### config.mk
export PLATFORM = sky130hd
export DESIGN_NAME = uart_bus_arbiter_flat
export DESIGN_NICKNAME = d
export VERILOG_FILES = /design/src/rtl/uart_bus_arbiter_if.sv /design/src/rtl/uart_bus_arbiter.sv /design/src/flat_wrapper.sv
export SDC_FILE = /design/constraint.sdc
export NUM_CORES = 1
export LEC_CHECK = 0
export BUFFER_PORTS_ARGS = -buffer_cell sky130_fd_sc_hd__buf_2
export CORE_UTILIZATION = 35
export CTS_CLUSTER_SIZE = 8
export DETAILED_ROUTE_END_ITERATION = 6
export HOLD_SLACK_MARGIN = 0.12
export PLACE_DENSITY_LB_ADDON = 0.1
export SLEW_MARGIN = 20
export SYNTH_ARGS = -nofsm -noshare
export SYNTH_HDL_FRONTEND = slang
export SYNTH_SLANG_ARGS = --single-unit
### constraint.sdc
create_clock -name clk -period 3.5 [get_ports clk]
set_input_delay 0.35 -clock clk [delete_from_list [all_inputs] [get_ports clk]]
set_output_delay 0.35 -clock clk [all_outputs]
set_load 0.01 [all_outputs]
### src/rtl/uart_bus_arbiter_if.sv
// Shared-bus interface between the requesting masters, the arbiter
// and the UART slave port.
interface uart_bus_arbiter_if #(
  parameter int NUM_MASTERS = 2,
  parameter int ADDR_W      = 32,
  parameter int DATA_W      = 32
);
  logic [NUM_MASTERS-1:0]        m_rd_en_i;
  logic [NUM_MASTERS-1:0]        m_wr_en_i;
  logic [NUM_MASTERS*ADDR_W-1:0] m_address_i;
  logic [NUM_MASTERS*DATA_W-1:0] m_write_data_i;
  logic [NUM_MASTERS-1:0]        m_response_o;
  logic [DATA_W-1:0]             m_read_data_o;
  logic [NUM_MASTERS-1:0]        m_overrun_o;
  logic                          s_rd_en_o;
  logic                          s_wr_en_o;
  logic [ADDR_W-1:0]             s_address_o;
  logic [DATA_W-1:0]             s_write_data_o;
  logic                          s_response_i;
  logic [DATA_W-1:0]             s_read_data_i;

  modport slave (
    input  m_rd_en_i, m_wr_en_i,
    input  m_address_i, m_write_data_i,
    input  s_response_i, s_read_data_i,
    output m_response_o, m_read_data_o,
    output m_overrun_o,
    output s_rd_en_o, s_wr_en_o,
    output s_address_o, s_write_data_o
  );

  modport master (
    output m_rd_en_i, m_wr_en_i,
    output m_address_i, m_write_data_i,
    output s_response_i, s_read_data_i,
    input  m_response_o, m_read_data_o,
    input  m_overrun_o,
    input  s_rd_en_o, s_wr_en_o,
    input  s_address_o, s_write_data_o
  );
endinterface

### src/rtl/uart_bus_arbiter.sv
// Round-robin arbiter sharing the UART slave port between masters.
// One transaction in flight; per-master single-entry pending slots.
module uart_bus_arbiter #(
  parameter int NUM_MASTERS = 2,
  parameter int ADDR_W      = 32,
  parameter int DATA_W      = 32
) (
  input  logic               clk,
  input  logic               rst_n,
  uart_bus_arbiter_if.slave  bus
);
  localparam int IW = (NUM_MASTERS > 1) ? $clog2(NUM_MASTERS) : 1;
  typedef logic [IW-1:0] idx_t;
  typedef enum logic [1:0] {IDLE, ISSUE, WAIT_RESP} state_t;

  state_t                 state_q, state_d;
  logic [NUM_MASTERS-1:0] pend_q, kind_q, ovr_q;
  logic [ADDR_W-1:0]      addr_q [NUM_MASTERS];
  logic [DATA_W-1:0]      data_q [NUM_MASTERS];
  idx_t                   gnt_q, gnt_d, last_q, last_d;
  logic [ADDR_W-1:0]      sa_q, sa_d;
  logic [DATA_W-1:0]      sd_q, sd_d;
  logic [NUM_MASTERS-1:0] resp_q, resp_d, clr;
  logic [DATA_W-1:0]      rd_q, rd_d;
  logic                   found;
  idx_t                   pick;

  // Rotating priority search starting just after the last grant.
  always_comb begin
    int   j;
    idx_t jj;
    found = 1'b0;
    pick  = last_q;
    j     = 0;
    jj    = '0;
    for (int k = 1; k <= NUM_MASTERS; k++) begin
      j  = (int'(last_q) + k) % NUM_MASTERS;
      jj = idx_t'(j);
      if (!found && pend_q[jj]) begin
        found = 1'b1;
        pick  = jj;
      end
    end
  end

  // Next-state and datapath updates of the transaction FSM.
  always_comb begin
    state_d = state_q;
    gnt_d   = gnt_q;
    last_d  = last_q;
    sa_d    = sa_q;
    sd_d    = sd_q;
    resp_d  = '0;
    rd_d    = rd_q;
    clr     = '0;
    unique case (state_q)
      IDLE: begin
        if (found) begin
          gnt_d   = pick;
          sa_d    = addr_q[pick];
          sd_d    = data_q[pick];
          state_d = ISSUE;
        end
      end
      ISSUE: state_d = WAIT_RESP;
      WAIT_RESP: begin
        if (bus.s_response_i) begin
          resp_d[gnt_q] = 1'b1;
          rd_d          = bus.s_read_data_i;
          clr[gnt_q]    = 1'b1;
          last_d        = gnt_q;
          state_d       = IDLE;
        end
      end
      default: state_d = IDLE;
    endcase
  end

  // FSM state, grant bookkeeping and registered outputs.
  always_ff @(posedge clk) begin
    if (!rst_n) begin
      state_q <= IDLE;
      gnt_q   <= '0;
      last_q  <= idx_t'(NUM_MASTERS - 1);
      sa_q    <= '0;
      sd_q    <= '0;
      resp_q  <= '0;
      rd_q    <= '0;
    end else begin
      state_q <= state_d;
      gnt_q   <= gnt_d;
      last_q  <= last_d;
      sa_q    <= sa_d;
      sd_q    <= sd_d;
      resp_q  <= resp_d;
      rd_q    <= rd_d;
    end
  end

  // Pending slot capture, completion clear and sticky overrun flags.
  always_ff @(posedge clk) begin
    if (!rst_n) begin
      pend_q <= '0;
      kind_q <= '0;
      ovr_q  <= '0;
      for (int i = 0; i < NUM_MASTERS; i++) begin
        addr_q[i] <= '0;
        data_q[i] <= '0;
      end
    end else begin
      for (int i = 0; i < NUM_MASTERS; i++) begin
        if ((bus.m_rd_en_i[i] | bus.m_wr_en_i[i]) && pend_q[i])
          ovr_q[i] <= 1'b1;
        if ((bus.m_rd_en_i[i] | bus.m_wr_en_i[i]) && !pend_q[i]) begin
          pend_q[i] <= 1'b1;
          kind_q[i] <= bus.m_rd_en_i[i];
          addr_q[i] <= bus.m_address_i[i*ADDR_W +: ADDR_W];
          data_q[i] <= bus.m_write_data_i[i*DATA_W +: DATA_W];
        end else if (clr[i]) begin
          pend_q[i] <= 1'b0;
        end
      end
    end
  end

  assign bus.s_rd_en_o      = (state_q == ISSUE) &  kind_q[gnt_q];
  assign bus.s_wr_en_o      = (state_q == ISSUE) & ~kind_q[gnt_q];
  assign bus.s_address_o    = sa_q;
  assign bus.s_write_data_o = sd_q;
  assign bus.m_response_o   = resp_q;
  assign bus.m_read_data_o  = rd_q;
  assign bus.m_overrun_o    = ovr_q;
endmodule

### src/flat_wrapper.sv
// flat-port wrapper written by rule: the top's interface ports become plain ports
module uart_bus_arbiter_flat 
#(
  parameter int NUM_MASTERS = 2,
  parameter int ADDR_W      = 32,
  parameter int DATA_W      = 32
)
  (clk, rst_n, bus_m_rd_en_i, bus_m_wr_en_i, bus_m_address_i, bus_m_write_data_i, bus_s_response_i, bus_s_read_data_i, bus_m_response_o, bus_m_read_data_o, bus_m_overrun_o, bus_s_rd_en_o, bus_s_wr_en_o, bus_s_address_o, bus_s_write_data_o);
  uart_bus_arbiter_if #(.NUM_MASTERS(NUM_MASTERS), .ADDR_W(ADDR_W), .DATA_W(DATA_W)) bus_i ();
  input  logic clk;
  input  logic rst_n;
  input wire logic [$bits(bus_i.m_rd_en_i)-1:0] bus_m_rd_en_i;
  input wire logic [$bits(bus_i.m_wr_en_i)-1:0] bus_m_wr_en_i;
  input wire logic [$bits(bus_i.m_address_i)-1:0] bus_m_address_i;
  input wire logic [$bits(bus_i.m_write_data_i)-1:0] bus_m_write_data_i;
  input wire logic [$bits(bus_i.s_response_i)-1:0] bus_s_response_i;
  input wire logic [$bits(bus_i.s_read_data_i)-1:0] bus_s_read_data_i;
  output wire logic [$bits(bus_i.m_response_o)-1:0] bus_m_response_o;
  output wire logic [$bits(bus_i.m_read_data_o)-1:0] bus_m_read_data_o;
  output wire logic [$bits(bus_i.m_overrun_o)-1:0] bus_m_overrun_o;
  output wire logic [$bits(bus_i.s_rd_en_o)-1:0] bus_s_rd_en_o;
  output wire logic [$bits(bus_i.s_wr_en_o)-1:0] bus_s_wr_en_o;
  output wire logic [$bits(bus_i.s_address_o)-1:0] bus_s_address_o;
  output wire logic [$bits(bus_i.s_write_data_o)-1:0] bus_s_write_data_o;
  assign bus_i.m_rd_en_i = bus_m_rd_en_i;
  assign bus_i.m_wr_en_i = bus_m_wr_en_i;
  assign bus_i.m_address_i = bus_m_address_i;
  assign bus_i.m_write_data_i = bus_m_write_data_i;
  assign bus_i.s_response_i = bus_s_response_i;
  assign bus_i.s_read_data_i = bus_s_read_data_i;
  assign bus_m_response_o = bus_i.m_response_o;
  assign bus_m_read_data_o = bus_i.m_read_data_o;
  assign bus_m_overrun_o = bus_i.m_overrun_o;
  assign bus_s_rd_en_o = bus_i.s_rd_en_o;
  assign bus_s_wr_en_o = bus_i.s_wr_en_o;
  assign bus_s_address_o = bus_i.s_address_o;
  assign bus_s_write_data_o = bus_i.s_write_data_o;
  uart_bus_arbiter #(.NUM_MASTERS(NUM_MASTERS), .ADDR_W(ADDR_W), .DATA_W(DATA_W)) u_core (.clk(clk), .rst_n(rst_n), .bus(bus_i));
endmodule
After elaboration in Yosys (flattened, before gate mapping) --
Memory sizes are Yosys's and may differ from the RTL's. A register that Yosys moved wholly into a read port is not among the register bits. Cells that the tools add are included.
Storage, ports and cells: output and inout port bits 102, logic and storage cells 81, bits in registers 44, memory bits (writable) 128, memories kept 2, input port bits 167
Memory list:
- u_core.addr_q | words 2, width 32, read ports 1, clocked after memory_dff 1, write ports 2, RTL line uart_bus_arbiter.sv:18 | logic [ADDR_W-1:0] addr_q [NUM_MASTERS];
- u_core.data_q | words 2, width 32, read ports 1, clocked after memory_dff 1, write ports 2, RTL line uart_bus_arbiter.sv:19 | logic [DATA_W-1:0] data_q [NUM_MASTERS];
Operators by class: muxes and demuxes 32, $lt $le $gt $ge 4, bitwise operators 9, eq/ne operators 4, reduce and logical (&&, ||, !) cells 17, $add $sub $neg 2
Operator list (number):
- 2-to-1 mux 32 bit | 4
- 2-to-1 mux 1 bit | 22
- 2-to-1 mux 2 bit | 4
- logical AND 1 bit | 6
- < comparator 1 x 2 -> 1 bit (second input constant) | 3
- bitwise OR 1 bit | 6
- case mux 2 bit (3 select lines) | 1
- AND reduction 2 bit | 3
- logical NOT 1 bit | 5
- nonzero test 2 bit | 2
- adder 1 bit (second input constant) | 2
- AND 1 bit | 2
- == test 2 x 1 -> 1 bit (second input constant) | 1
- == test 2 bit (second input constant) | 1
- logical NOT 2 bit | 1
- != test 2 x 1 -> 1 bit (second input constant) | 1
- != test 2 bit (second input constant) | 1
- demux 1 bit (select 1 bit) | 1
- >= comparator 1 bit (second input constant) | 1
- NOT 1 bit | 1

Depth between registers and ports, before layout --
Gate-level depths: netlist of run 1.
depth after elaboration 9, gate-level depth with buffers 6, gate-level depth less buffers 3

Worst setup path after synthesis of run 1 --
OpenSTA, ideal clock, no wires.
kind reg2reg, start point register u_core.pend_q[1], end point memory u_core.addr_q[1][0], enable pin, library setup time 433 ps, data arrival time 2170 ps, required time 3067 ps, cell stages (with the launch flop) 3, clock period less this slack 2603 ps, path buffers 0, path slack 897 ps, path through dfxtp_1 o21ba_2 nand2b_1
RTL lines:
- start, declared | RTL line uart_bus_arbiter.sv:17 | logic [NUM_MASTERS-1:0] pend_q, kind_q, ovr_q;
- start signal, assigned | RTL line uart_bus_arbiter.sv:103 | pend_q <= '0;
- start signal, assigned by index | RTL line uart_bus_arbiter.sv:115 | pend_q[i] <= 1'b1;
- start signal, assigned by index | RTL line uart_bus_arbiter.sv:120 | pend_q[i] <= 1'b0;
- end, declared | RTL line uart_bus_arbiter.sv:18

Final worst setup path of run 1 --
start point register u_core.last_q, end point register u_core.sd_q[0], in the netlist u_core.bus.s_write_data_o[0], read port of u_core.data_q
Between the ends: cells in the longest elaborated chain, start to end 8, elaborated cells between the ends (all ways) 13, classes of those cells add/sub: 2; mux: 8; reduce/logical: 3
Ends and longest elaborated chain:
- start, declared | RTL line uart_bus_arbiter.sv:20 | idx_t gnt_q, gnt_d, last_q, last_d;
- start signal, assigned | RTL line uart_bus_arbiter.sv:84 | last_q <= idx_t'(NUM_MASTERS - 1);
- start signal, assigned | RTL line uart_bus_arbiter.sv:92 | last_q <= last_d;
- adder 1 bit | RTL line uart_bus_arbiter.sv:37 | j = (int'(last_q) + k) % NUM_MASTERS;
- 2-to-1 mux 1 bit (implied by the code) (2 in series) | RTL line uart_bus_arbiter.sv:39 | if (!found && pend_q[jj]) begin
- 2-to-1 mux 1 bit | RTL line uart_bus_arbiter.sv:39
- logical NOT 1 bit | RTL line uart_bus_arbiter.sv:39
- logical AND 1 bit | RTL line uart_bus_arbiter.sv:39
- 2-to-1 mux 1 bit | RTL line uart_bus_arbiter.sv:39
- AND reduction 2 bit (no source line)
- end, declared | RTL line uart_bus_arbiter.sv:22 | logic [DATA_W-1:0] sd_q, sd_d;
Parallel ways exist; a longest one is shown, timed or not. The select of a mux whose other input is x is not followed. A chain may end at the register's enable or synchronous reset.

==> flow_metrics.env, run 1 <==
export IMPL_synth_net_count=1010
export IMPL_drive_above_1_share=0.3377
export IMPL_final_period_utilization=0.6307
export IMPL_die_area_um2=28410
export IMPL_post_cts_buffers=0
export IMPL_cp_num_buf_inv=1
export IMPL_cts_max_level=2
export IMPL_crit_path_start_kind="register"
export IMPL_grt_usage=0.1918
export IMPL_ant_nets=0
export IMPL_status="complete, no violations"
export IMPL_synth_edff_count=128
export IMPL_tightest_slew_ns=1.018
export IMPL_cap_violations=0
export IMPL_clkPwrFrac=0.392
export IMPL_ys_seq_area_frac=0.6186
export IMPL_finalNetCount=1280
export IMPL_drtIter0Drc=381
export IMPL_dieWidth_um=168.6
export IMPL_syn_cell_area_um2=9709
export IMPL_synthArstFlopShare=0
export IMPL_place_hpwl_um=15680
export IMPL_min_path_type="in2reg"
export IMPL_slowest_stage="nor2b_4"
export IMPL_drc=0
export IMPL_p_sw_w=0.002107
export IMPL_yosysTopAreaCellShare=0.3959
export IMPL_ys_flop_type="edfxtp_1"
export IMPL_clock_root_buffer="clkbuf_16"
export IMPL_power_frac_seq=0.439
export IMPL_grt_pass1_vias=7317
export IMPL_place_congestion=0.7204
export IMPL_rsz0062_at_grt="false"
export IMPL_num_vias=7459
export IMPL_initial_utilization=0.3583
export IMPL_yosysUniqueCellTypes=29
export IMPL_clockBufferDepth=3
export IMPL_setup_worst_path_class="reg2reg"
export IMPL_rows=60
export IMPL_synth_area_leaders="edfxtp_1 40%, dfxtp_1 22%, nor2b_1 8.4%"
export IMPL_yosys_warnings=0
export IMPL_viasPerCell=4.943
export IMPL_finalPower_w=0.007879
export IMPL_fmax_mhz=453.0
export IMPL_p_leak_nw=4.962
export IMPL_synth_top_area_cell="edfxtp_1"
export IMPL_max_stage_delay_ns=0.67
export IMPL_critical_path_max_fanout=36
export IMPL_clock_sinks=236
export IMPL_arrival_ns=2.62
export IMPL_port_buffers=268
export IMPL_cts_buffers=35
export IMPL_swShare=0.2674
export IMPL_grt_ovfl_total=0
export IMPL_crit_family="simple AND/OR/NAND/NOR gates"
export IMPL_clkLatencyLatePin_ns=0.50
export IMPL_min_period_ns=2.208
export IMPL_wl_um=27430
export IMPL_pin_count=269
export IMPL_syn_to_final_growth_pct=30.59
export IMPL_synth_seq_cells=236
export IMPL_skew_ns=0.01251
export IMPL_multi_input_area_um2=3343
export IMPL_netlist_instances=843
export IMPL_antenna_found_initial=0
export IMPL_grt_pass1_wl_um=42420
export IMPL_path_cells="nor2b_4 > buf_4 > o21ai_0 > a311oi_2"
export IMPL_cts_tree="done"
export IMPL_antenna_cells=0
export IMPL_die_h_um=168.6
export IMPL_core_um2=27100
export IMPL_finalSetupTns_ns=0
export IMPL_wl_per_cell_um=18.18
export IMPL_slew_viol_final=0
export IMPL_internal_power_w=0.005772
export IMPL_finalSetupViolCount=0
export IMPL_critPathCaptureType="register"
export IMPL_critPathRequiredTime_ns=3.91
export IMPL_p_comb_frac=0.169
export IMPL_nFillCells=2576
export IMPL_hold_violations=0
export IMPL_regArea_um2=6006
export IMPL_first_pass_iters=6
export IMPL_clk_pin_slew_worst_paths_ns=0.05
export IMPL_synth_top_cells_by_count="130 x nor2b_1, 128 x edfxtp_1, 108 x dfxtp_1, 102 x a21oi_1, 68 x o21ai_0"
export IMPL_p_per_area_nw_per_um2=621.4
export IMPL_synth_avg_cell_area_um2=11.52
export IMPL_max_slew_margin=0.3214
export IMPL_yosysMostFrequentCell="nor2b_1"
export IMPL_grt_max_degree=67
export IMPL_ir_drop_mv=0.2659
-- worst min-delay path: stages --
cell and delay (ns):
buf_2 0.09, nand2_1 0.07, a21oi_1 0.06
-- power by group through the flow --
stage	combinational, W	sequential (W)	clock (W)
after floorplan	0.000781	0.00354	0
final	0.00133	0.00346	0.00309
after detailed placement	0.00131	0.00351	0
after global routing	0.00146	0.00350	0.00328
after CTS	0.00134	0.00346	0.00319
after global placement	0.00130	0.00351	0
-- final timing paths --
kind | depth (start not counted) | slack, ns | endpoint | from
min | 3 | 0.14 | u_core.bus.m_read_data_o[0]$_SDFFE_PN0P_ | bus_s_read_data_i[0]
max reg2reg | 4 | 1.29 | u_core.bus.s_write_data_o[0]$_SDFFE_PN0P_ | u_core.last_q$_SDFFE_PN1P_
min reg2reg | 2 | 0.44 | u_core.bus.m_overrun_o[0]$_SDFFE_PN0P_ | u_core.bus.m_overrun_o[0]$_SDFFE_PN0P_
max | 4 | 1.29 | u_core.bus.s_write_data_o[0]$_SDFFE_PN0P_ | u_core.last_q$_SDFFE_PN1P_
-- flip-flops by register name, indices dropped and copies added, names as in the netlist --
signal / cells
u_core.addr_q: 64
u_core.data_q: 64
u_core.bus.m_read_data_o: 32
u_core.bus.s_address_o: 32
u_core.bus.s_write_data_o: 32
u_core.bus.m_overrun_o: 2
u_core.bus.m_response_o: 2
u_core.kind_q: 2
u_core.pend_q: 2
u_core.state_q: 2
u_core.gnt_q: 1
u_core.last_q: 1
-- logic make-up after synthesis --
family,count (synthesis),share of synthesized area
DFF,236,0.6186
and+or+nand+nor,278,0.1540
muxes,1,0.001031
buffers and inverters,87,0.04291
AOI/OAI and AO/OA,241,0.1835
-- cell type report --
cell class	count	share of cell area
clock buffers	60	0.07983
inverters	5	0.001678
well taps	372	0.03671
multi-input cells	520	0.2637
clock inverters	1	0.0003947
flip-flops and latches	236	0.4737
repair buffers	315	0.1441
-- cell usage in the layout (no fill, tap or decap), types with 4 or more instances in the layout --
master / synthesis / layout
a21oi_1: 102 / 102
nand3_1: 65 / 65
o21ai_0: 68 / 68
edfxtp_1: 128 / 128
dlygate4sd3_1: 0 / 33
inv_1: 5 / 4
nand2_1: 66 / 66
buf_2: 27 / 268
clkbuf_16: 0 / 37
clkbuf_1: 45 / 23
a311oi_1: 15 / 15
buf_12: 0 / 4
dfxtp_1: 108 / 108
nor2b_1: 130 / 128
a311oi_2: 50 / 50
buf_4: 3 / 10
-- timing repair --
| item | in CTS | in global routing |
|---|---|---|
| setup endpoints to repair | 0 | 0 |
| resized for setup | 0 | 0 |
| endpoints found under the hold margin | 33 | 0 |
| hold buffers | 33 | 0 |
-- metrics by stage --
step	setup slack [ns]	cell area (um2)	cells	hold slack [ns]	utilization
4_1_cts	1.220	12660	1508	0.1237	0.4671
3_3_place_gp	1.367	11310	1414	0.4345	0.4174
2_1_floorplan	0.8971	9709	843	0.4448	-
5_1_grt	1.069	12680	1509	0.1474	0.4679
3_5_place_dp	1.284	11310	1414	0.4418	0.4174
6_report	1.292	12680	1509	0.1414	0.4679
-- metal layers --
metal  vias to the layer above  part of all wire  global-route usage
met5                         -                 0                   0
met1                      3572              0.45              0.2510
met4                         0             0.024             0.06443
met3                        50             0.049             0.03273
li1                       3604                 -                   -
met2                       233              0.47              0.3217
No activity file was read; power rests on OpenSTA's default activity.
==> run 2, diff against run 1 <==
clock period = 1.9 ns   (was 3.5 ns; I/O delays follow)
==> run 2 against run 1 <==
  * Setup slack worse by 1.2 ns
  * First-iteration DRC count up 2.1%
  * Register-to-register slack got worse by 1.1 ns
  * Hold slack better by 0.30 ns
  * Clock skew decreased by 0.0015 ns
  * Final cell count up 10%
  * Critical path depth up 2
  * Global-route usage rose by 0.98 points
  * Die area stayed put
  * Critical path type is now in2reg
  * Critical endpoint is now u_core.kind_q[0]$_SDFFE_PN0P_
  * Highest routed layer unchanged
==> flow_metrics.env, run 2 (synthesis results as in run 1) <==
export IMPL_clk_pin_slew_worst_paths_ns=0.05
export IMPL_slew_viol_final=0
export IMPL_core_um2=27100
export IMPL_finalNonFillerCells=1661
export IMPL_place_hpwl_um=17280
export IMPL_viasPerCell=4.827
export IMPL_hold_depth=2
export IMPL_finalNetCount=1433
export IMPL_skew_ns=0.01104
export IMPL_layout_commonest_cell="buf_2"
export IMPL_clkPwrFrac=0.387
export IMPL_drtIter0Drc=389
export IMPL_placed_area_um2=11710
export IMPL_power_frac_seq=0.421
export IMPL_cts_buffers=35
export IMPL_antenna_found_initial=0
export IMPL_p_comb_frac=0.192
export IMPL_drc=0
export IMPL_grt_usage=0.2016
export IMPL_first_pass_iters=4
export IMPL_status="complete, no violations"
export IMPL_finalSetupViolCount=0
export IMPL_syn_to_final_growth_pct=48.57
export IMPL_pin_count=269
export IMPL_p_sw_w=0.003984
export IMPL_finalPower_w=0.01507
export IMPL_dp_cells=1433
export IMPL_critPathCaptureType="register"
export IMPL_cts_tree="done"
export IMPL_initial_utilization=0.3583
export IMPL_final_period_utilization=0.9266
export IMPL_grt_pass1_vias=7960
export IMPL_critical_path_max_fanout=34
export IMPL_p_per_area_nw_per_um2=1045
export IMPL_min_path_type="reg2reg"
export IMPL_grt_max_degree=41
export IMPL_die_h_um=168.6
export IMPL_clock_sinks=236
export IMPL_place_congestion=0.7151
export IMPL_clock_root_buffer="clkbuf_16"
export IMPL_die_area_um2=28410
export IMPL_port_buffers=268
export IMPL_finalSetupTns_ns=0
export IMPL_rows=60
export IMPL_ant_nets=0
export IMPL_fmax_mhz=568.0
export IMPL_grt_pass1_wl_um=44600
export IMPL_max_slew_margin=0.6856
export IMPL_internal_power_w=0.01109
export IMPL_grt_ovfl_total=0
export IMPL_cts_max_level=2
export IMPL_critPathRequiredTime_ns=2.27
export IMPL_swShare=0.2643
export IMPL_place_ws_ns=0.2380
export IMPL_antenna_cells=0
export IMPL_min_period_ns=1.761
export IMPL_setup_worst_path_class="in2reg"
export IMPL_clockBufferDepth=3
export IMPL_hold_violations=0
export IMPL_num_vias=8017
export IMPL_tightest_slew_ns=0.4717
export IMPL_ir_drop_mv=0.6516
export IMPL_cap_violations=0
export IMPL_drive_above_1_share=0.3119
export IMPL_r2r_cells=4
export IMPL_p_leak_nw=5.725
export IMPL_dieWidth_um=168.6
export IMPL_wl_um=29020
export IMPL_fin_area_um2=14430
export IMPL_clkLatencyLatePin_ns=0.49
export IMPL_fin_ws_ns=0.1394
export IMPL_post_cts_buffers=0
export IMPL_arrival_ns=2.13
export IMPL_rsz0062_at_grt="false"
export IMPL_wl_per_cell_um=17.47
export IMPL_crit_path_start_kind="input pin"
export IMPL_final_cell_mix="268 x buf_2, 168 x dlygate4sd3_1, 128 x nor2b_1, 128 x edfxtp_1, 108 x dfxtp_1"
export IMPL_top_regs="u_core.addr_q: 64 flops, u_core.data_q: 64 flops"
-- run 2: changes by cell type in the layout (fill, tap and decap cells not counted), sizes merged --
cell and change:
bufinv +1, buf +18, dlygate4sd3 +135, clkinv -1, clkbuf -1
-- run 2: through the flow --
stage / hold WS [ns] / util
2_1_floorplan: 0.3075 / -
5_1_grt: 0.4648 / 0.5323
3_3_place_gp: 0.4326 / 0.4319
6_report: 0.4435 / 0.5323
4_1_cts: 0.4488 / 0.5323
3_5_place_dp: 0.4376 / 0.4319
-- run 2: layer usage --
| metal | vias to the layer above | global-route usage | share of wire |
|---|---|---|---|
| met5 | - | 0 | 0 |
| met1 | 3816 | 0.2514 | 0.44 |
| li1 | 3912 | - | - |
| met3 | 42 | 0.03975 | 0.054 |
| met2 | 247 | 0.3527 | 0.49 |
| met4 | 0 | 0.05929 | 0.022 |
-- run 2: repair_timing --
action / CTS / global route
endpoints found under the hold margin: 167 / 0
gates resized for setup: 0 / 0
hold buffers: 168 / 0
-- run 2: worst paths after layout --
check	start	endpoint	slack [ns]
max reg2reg	u_core.pend_q[0]$_SDFFE_PN0P_	u_core.addr_q[1][22]$_SDFFCE_PN0P_	0.24
max	rst_n	u_core.kind_q[0]$_SDFFE_PN0P_	0.14
min reg2reg	u_core.bus.m_overrun_o[0]$_SDFFE_PN0P_	u_core.bus.m_overrun_o[0]$_SDFFE_PN0P_	0.44
min	u_core.bus.m_overrun_o[0]$_SDFFE_PN0P_	u_core.bus.m_overrun_o[0]$_SDFFE_PN0P_	0.44
-- run 2: final cells by class --
cell class / instances / area (um2)
Fill cell: 2412 / 12680
Clock buffer: 59 / 1008
Tap cell: 372 / 465.4
Multi-Input combinational cell: 520 / 3356
Clock inverter: 1 / 30.03
Sequential cell: 236 / 6006
Timing Repair Buffer: 468 / 3538
Inverter: 5 / 21.27
-- run 2: worst max-delay path, stage by stage --
cell	delay, ns
dlygate4sd3_1	0.55
buf_2	0.22
inv_4	0.25
buf_12	0.29
a21oi_1	0.07
dlygate4sd3_1	0.56
-- run 2: power by group through the flow --
stage          Sequential (W)  Clock, W  Combinational [W]
2_1_floorplan         0.00652         0            0.00144
3_3_place_gp          0.00642         0            0.00262
3_5_place_dp          0.00643         0            0.00265
4_1_cts               0.00634   0.00600            0.00292
5_1_grt               0.00640   0.00619            0.00314
6_report              0.00634   0.00584            0.00289
==> run 3, diff against run 2 <==
BUFFER_PORTS_ARGS = not set   (was -buffer_cell sky130_fd_sc_hd__buf_2)
DONT_BUFFER_PORTS = 1   (was not set)
==> run 3 against run 2 <==
  * Maximum frequency is 1.4% lower
  * Sequential share of layout area is 4.5 points higher
  * Global-route usage is 1.2 points lower
  * Sequential cell count stayed put
  * Final area is 9.7% lower
  * Routed wire length is 6.7% lower
  * Setup slack worse by 0.025 ns
  * Clock skew is 0.0044 ns higher
  * Total power is 3.7% lower
  * Sequential power is 3.9% higher
  * Die area stayed put
  * Combinational power is 23% lower
  * Largest power group unchanged
==> flow_metrics.env, run 3 (synthesis results as in run 1) <==
export IMPL_min_period_ns=1.786
export IMPL_arrival_ns=2.16
export IMPL_min_path_type="in2reg"
export IMPL_layout_commonest_cell="dlygate4sd3_1"
export IMPL_r2r_cells=5
export IMPL_finalNetCount=1163
export IMPL_min_delay_start="rst_n"
export IMPL_clock_sinks=236
export IMPL_grt_max_degree=81
export IMPL_wl_um=27070
export IMPL_max_stage_delay_ns=0.55
export IMPL_drc=0
export IMPL_finalPower_w=0.01452
export IMPL_cp_common_cell="o21a_1"
export IMPL_cts_tree="done"
export IMPL_hold_violations=0
export IMPL_drtIter0Drc=330
export IMPL_skew_ns=0.01544
export IMPL_rsz0062_at_grt="false"
export IMPL_num_vias=7139
export IMPL_place_hpwl_um=16530
export IMPL_slew_viol_final=0
export IMPL_final_period_utilization=0.9400
export IMPL_first_pass_iters=5
export IMPL_slowest_stage="dlygate4sd3_1"
export IMPL_critPathRequiredTime_ns=2.27
export IMPL_critPathCaptureType="register"
export IMPL_dieWidth_um=168.6
export IMPL_p_per_area_nw_per_um2=1115
export IMPL_initial_utilization=0.3583
export IMPL_fmax_mhz=559.9
export IMPL_setup_worst_path_class="reg2reg"
export IMPL_cts_buffers=35
export IMPL_grt_usage=0.1892
export IMPL_finalSetupViolCount=0
export IMPL_top_regs="u_core.addr_q: 64 flops, u_core.data_q: 64 flops"
export IMPL_path_cells="nand3b_1 > buf_4 > o21a_1 > o21a_1 > dlygate4sd3_1"
export IMPL_hold_end="u_core.data_q[0][12]$_SDFFCE_PN0P_"
export IMPL_fin_area_um2=13020
export IMPL_clk_pin_slew_worst_paths_ns=0.05
export IMPL_r2r_end="u_core.pend_q[0]$_SDFFE_PN0P_"
export IMPL_grt_pass1_vias=7282
export IMPL_finalSetupTns_ns=0
export IMPL_drive_above_1_share=0.1286
export IMPL_grt_pass1_wl_um=41460
export IMPL_die_area_um2=28410
export IMPL_max_slew_margin=0.6570
export IMPL_critical_path_max_fanout=6
export IMPL_r2r_start="u_core.state_q[0]$_SDFFE_PN0P_"
export IMPL_timing_hold_ws_ns=0.1756
export IMPL_status="complete, no violations"
export IMPL_antenna_found_initial=0
export IMPL_core_um2=27100
export IMPL_fin_ws_ns=0.1140
export IMPL_grt_ovfl_total=0
export IMPL_crit_path_start_kind="register"
export IMPL_placed_area_um2=10270
export IMPL_ir_drop_mv=0.6867
export IMPL_clkLatencyLatePin_ns=0.50
export IMPL_p_leak_nw=4.514
export IMPL_hold_depth=3
export IMPL_ant_nets=0
export IMPL_pin_count=269
export IMPL_wl_per_cell_um=19.46
export IMPL_clockBufferDepth=3
export IMPL_cts_max_level=2
export IMPL_tightest_slew_ns=0.5129
export IMPL_reg2reg_slack_ns=0.11
export IMPL_final_cell_mix="170 x dlygate4sd3_1, 128 x nor2b_1, 128 x edfxtp_1"
export IMPL_clock_root_buffer="clkbuf_16"
export IMPL_place_congestion=0.7011
export IMPL_antenna_cells=0
export IMPL_syn_to_final_growth_pct=34.11
export IMPL_port_buffers=0
export IMPL_die_h_um=168.6
export IMPL_cap_violations=0
export IMPL_viasPerCell=5.132
export IMPL_rows=60
export IMPL_place_ws_ns=0.1871
## run 3: report_power, final
group	leakage [nW]	internal (W)	switching, W
Clock	0.489	0.00361	0.00211
Combinational	1.74	0.000975	0.00124
Sequential	2.28	0.00609	0.000499
Total	4.51	0.0107	0.00385
## run 3: layer usage
metal | part of all wire | wire length [um] | vias to the layer above | global-route usage
met1 | 0.40 | 10920 | 3419 | 0.2239
met5 | 0 | 0 | - | 0
met3 | 0.084 | 2274 | 50 | 0.05962
met2 | 0.49 | 13260 | 297 | 0.3269
met4 | 0.022 | 607 | 0 | 0.05810
li1 | - | - | 3373 | -
## run 3: through the flow
stage,instances,util
after floorplan,843,-
after global placement,1160,0.3791
after detailed placement,1160,0.3791
after CTS,1390,0.4796
after global routing,1391,0.4805
final,1391,0.4805
## run 3: worst max-delay path by stage
stage                                               from  cells after the start                                   endpoint
after floorplan            u_core.pend_q[1]$_SDFFE_PN0P_                      2          u_core.addr_q[1][0]$_SDFFCE_PN0P_
after global placement     u_core.pend_q[0]$_SDFFE_PN0P_                      4          u_core.addr_q[0][2]$_SDFFCE_PN0P_
after detailed placement   u_core.pend_q[0]$_SDFFE_PN0P_                      4          u_core.addr_q[1][0]$_SDFFCE_PN0P_
after CTS                 u_core.state_q[0]$_SDFFE_PN0P_                      5  u_core.bus.m_read_data_o[25]$_SDFFE_PN0P_
after global routing      u_core.state_q[0]$_SDFFE_PN0P_                      5  u_core.bus.m_read_data_o[25]$_SDFFE_PN0P_
final                     u_core.state_q[0]$_SDFFE_PN0P_                      5              u_core.pend_q[0]$_SDFFE_PN0P_
## run 3: timing repair
action	in CTS	in global routing
endpoints found under the hold margin	182	0
endpoints found under the setup margin	0	1
setup buffers	0	1
resized for setup	0	5
hold buffers	170	0
## run 3: area by class of cell
type	count	area, um2
Sequential cell	236	6007
Fill cell	2404	14080
Multi-Input combinational cell	520	3353
Tap cell	372	465.4
Inverter	5	21.27
Clock buffer	60	1022
Timing Repair Buffer	198	2152
## run 3: worst max-delay path, delay by kind of cell, from the launching register on
kind | cells | cell delay [ns]
AOI/OAI and AO/OA | 2 | 0.32
buffers and inverters | 2 | 0.73
and+or+nand+nor | 1 | 0.25
DFF | 1 | 0.36
